==> src/rtl/gray_counter.sv <==
// Up/down modulo counter holding a binary count, with a registered reflected-Gray copy.
// Load accepts binary or Gray start values; out-of-range loads clamp to MAX.
module gray_counter #(
    parameter int unsigned      WIDTH     = 4,
    parameter logic [WIDTH-1:0] MAX       = {WIDTH{1'b1}},
    parameter logic [WIDTH-1:0] RESET_VAL = '0
) (
    input  logic             clk,
    input  logic             rst,
    input  logic             en,
    input  logic             up,
    input  logic             load,
    input  logic             load_is_gray,
    input  logic [WIDTH-1:0] load_val,
    output logic [WIDTH-1:0] bin_out,
    output logic [WIDTH-1:0] gray_out,
    output logic             tc
);

    localparam logic [WIDTH-1:0] ONE = WIDTH'(1);

    function automatic logic [WIDTH-1:0] to_gray(input logic [WIDTH-1:0] b);
        return b ^ (b >> 1);
    endfunction

    // Prefix XOR from the MSB down: b[i] is the XOR of g[WIDTH-1:i].
    function automatic logic [WIDTH-1:0] to_bin(input logic [WIDTH-1:0] g);
        logic [WIDTH-1:0] b;
        b = g;
        for (int unsigned i = 1; i < WIDTH; i++) begin
            b = b ^ (g >> i);
        end
        return b;
    endfunction

    logic [WIDTH-1:0] load_bin;
    logic [WIDTH-1:0] load_clamped;
    logic [WIDTH-1:0] next_bin;
    logic             next_tc;

    always_comb begin
        load_bin     = load_is_gray ? to_bin(load_val) : load_val;
        load_clamped = (load_bin > MAX) ? MAX : load_bin;
        next_bin     = bin_out;
        next_tc      = 1'b0;
        if (load) begin
            next_bin = load_clamped;
        end else if (en) begin
            if (up) begin
                if (bin_out == MAX) begin
                    next_bin = '0;
                    next_tc  = 1'b1;
                end else begin
                    next_bin = bin_out + ONE;
                end
            end else begin
                if (bin_out == '0) begin
                    next_bin = MAX;
                    next_tc  = 1'b1;
                end else begin
                    next_bin = bin_out - ONE;
                end
            end
        end
    end

    // Gray output is registered from next_bin so it never glitches off bin_out.
    always_ff @(posedge clk) begin
        if (rst) begin
            bin_out  <= RESET_VAL;
            gray_out <= to_gray(RESET_VAL);
            tc       <= 1'b0;
        end else begin
            bin_out  <= next_bin;
            gray_out <= to_gray(next_bin);
            tc       <= next_tc;
        end
    end

endmodule

==> config.mk <==
export PLATFORM = sky130hd
export DESIGN_NAME = gray_counter
export DESIGN_NICKNAME = d
export VERILOG_FILES = /design/src/rtl/gray_counter.sv
export SDC_FILE = /design/constraint.sdc
export NUM_CORES = 1
export LEC_CHECK = 0
export CORE_MARGIN = 3
export CORE_UTILIZATION = 42
export DETAILED_ROUTE_END_ITERATION = 8
export PLACE_DENSITY = 0.75
export SLEW_MARGIN = 20
export SYNTH_ARGS = -nofsm -noshare
export SYNTH_HDL_FRONTEND = slang
export SYNTH_SLANG_ARGS = --single-unit
export TNS_END_PERCENT = 30
==> constraint.sdc <==
create_clock -name clk -period 2.15 [get_ports clk]
set_clock_uncertainty 0.1 [all_clocks]
set_input_delay 0.43 -clock clk [delete_from_list [all_inputs] [get_ports clk]]
set_output_delay 0.43 -clock clk [all_outputs]
set_load 0.05 [all_outputs]
==> metrics.txt <==
FF-to-FF Start bin_out[1]; hpwl dp 1120 um; #FFs+latches synth 8; RSZ-0062 raised after global routing no; RR Endpoint gray_out[0]; highest routed metal layer met4; worst vdd ir 0.000265 V; post-synthesis mux area share 5.72%; max_slew headroom 66.7%; simple-gate share of the synthesized area 27.0%; max-cap violations 0; core footprint 1160 sq um; total power 512 uW; Clock Latency Late Sink between 0.2 and 0.25 ns; final worst setup slack roughly 0.094 ns; PostCTS Resize Cnt 0; Slew Limit Fails 0; Vias between 600 and 700; Post-synth top flop dfxtp_1; nets@finish approximately 110; Worst Path Max Fanout 4; synthesis-to-layout area growth 52.9%; Gate Count Post-Synth 66; setup TNS 0 ns; Via density about 5.4; register area share after synthesis 29.3%; clk sinks 8; met2 wire length 641 um; Residual DRC 0; YS warnings 0; final hold vios 0; Synth Area in Compound Gates 21.3%; status finished clean; port bufs 18; worst reg-to-reg setup slack 0.19 ns; Final period util 95.6%; main combinational cell family by area after synthesis simple AND/OR/NAND/NOR gates; EDFF count, synth 0; clk slew on worst S/H paths 0.06 ns; number of global-route vias before repair approximately 530; Area contributors post-synth dfxtp_1 (29%), xnor2_1 (6.4%), ha_1 (4.6%); CP Capture Type flip-flop; WL met1 between 600 and 700 um; pin count of the biggest net entering global routing 9; syn nets roughly 80; htree depth 1; GRT Total Usage roughly 15%; DRT iter0 DRCs 12; CTS tree yes; post-synth top area cell dfxtp_1; drt wl/cell 12.0 um; xor and xnor area share after synthesis 6.41%; root cell of the clock tree clkbuf_4; Req. time, crit path 2.24 ns; Placer Congestion 0.887; Die Span X approximately 42 um; # diodes 0; CP startpoint kind primary input; dpl ws -0.152 ns; total gr overflow 0; Pleak 0.000353 uW; Final min period 2.06 ns; Starting Density 47.3%; cts bufs inserted 3; Final setup viols 0; die area 1770 sq um; Synth async-reset ratio 0%; Die Span Y 42.1 um; worst-margin pin slew 0.497 ns; met3 wire length 51 um; hold path start bin_out[2]; commonest non-fill, non-tap cells in the layout clkdlybuf4s50_1 (15), buf_4 (15), dfxtp_1 (6); final wirelength 1340 um; depth of the most critical reg-to-reg path 7; CP Class in -> reg; num ports 19; setup bufs post-CTS 0; FMAX slightly below 500 MHz; worst path arrival time 2.14 ns; Synth Area in Adders 4.58%; hold worst-path end tc; Synth cell types 33; utilization after layout 72.3%; global-route wire length before repair 2190 um; DR pass1 iterations 4; Clock Path Buffers 2; CTS Hold Buffers Added 0; fillers 89; Hold WC Path Type reg -> reg; row cnt 12; Cell Pwr Density 612 nW/um^2; Mean Syn Cell Area 8.28 sq um; top cell type's share of synthesized area ~29%; initial antenna violation count 0; area of the mapped netlist 547 sq um; layout cell share with drive strength beyond 1 21.6%; worst hold stages 2; Detail Route Antenna Nets 0
worst max-delay path, stage by stage:
cell,delay (ns)
clkdlybuf4s50_1,0.47
or4b_1,0.51
nand2_1,0.09
a311oi_1,0.10
or4_1,0.48
nand2_1,0.07
logic make-up (layout without fill, tap and decap cells):
logic type / count (synthesis) / in the layout
simple gates: 27 / 27
flops: 8 / 8
compound gates: 16 / 16
mux: 3 / 3
buf+inv: 6 / 37
fa+ha+maj: 2 / 2
xor+xnor: 4 / 4
cell usage after synthesis (2+ instances only):
library cell / instances
ha_1: 2
nand2b_1: 3
nor2_1: 5
o21ai_0: 2
nand4_1: 2
a311oi_1: 2
inv_1: 4
nand2_1: 4
mux2i_1: 2
a31oi_1: 2
a211oi_1: 2
nand3_1: 4
nor2b_1: 2
dfxtp_1: 8
xnor2_1: 4
worst max-delay path by stage:
stage,start,endpoint,slack (ns),cells after the start
final,up,gray_out[0],0.09,6
after global routing,up,gray_out[0],0.005,6
after CTS,bin_out[0],bin_out[0],0.1,2
after detailed placement,up,gray_out[0],-0.15,6
after global placement,up,gray_out[0],-0.11,7
after floorplan,bin_out[0],gray_out[0],0.13,7
layer usage:
| metal | up-vias | global-route usage, % |
|---|---|---|
| li1 | 305 | - |
| met1 | 275 | 19.4 |
| met2 | 20 | 26.9 |
| met3 | 2 | 1.29 |
| met4 | 0 | 5.59 |
| met5 | - | 0 |
final cells by class:
| cell class | count | area (sq um) | area share [%] |
|---|---|---|---|
| Clock buffer | 3 | 22.5 | 2.69 |
| Multi-Input combinational cell | 52 | 355 | 42.5 |
| Sequential cell | 8 | 163 | 19.5 |
| Tap cell | 14 | 17.5 | 2.10 |
| Timing Repair Buffer | 30 | 263 | 31.4 |
| Inverter | 4 | 15.0 | 1.80 |
through the flow:
step,area [sq um],hold WS [ns],std cells
after floorplan,549,0.399,66
after global placement,813,0.469,108
after detailed placement,813,0.456,108
after CTS,836,0.475,111
after global routing,836,0.515,111
final,836,0.481,111
sequential cells by signal, summed over array words and instances, names as in the netlist:
name and cells:
bin_out 4, gray_out 3, tc 1
power by group:
| part | switching [uW] | internal, uW |
|---|---|---|
| Clock | 48.0 | 63.7 |
| Combinational | 126 | 100 |
| Sequential | 8.93 | 165 |
| Total | 183 | 329 |
Power figures use the tool's default switching activity.
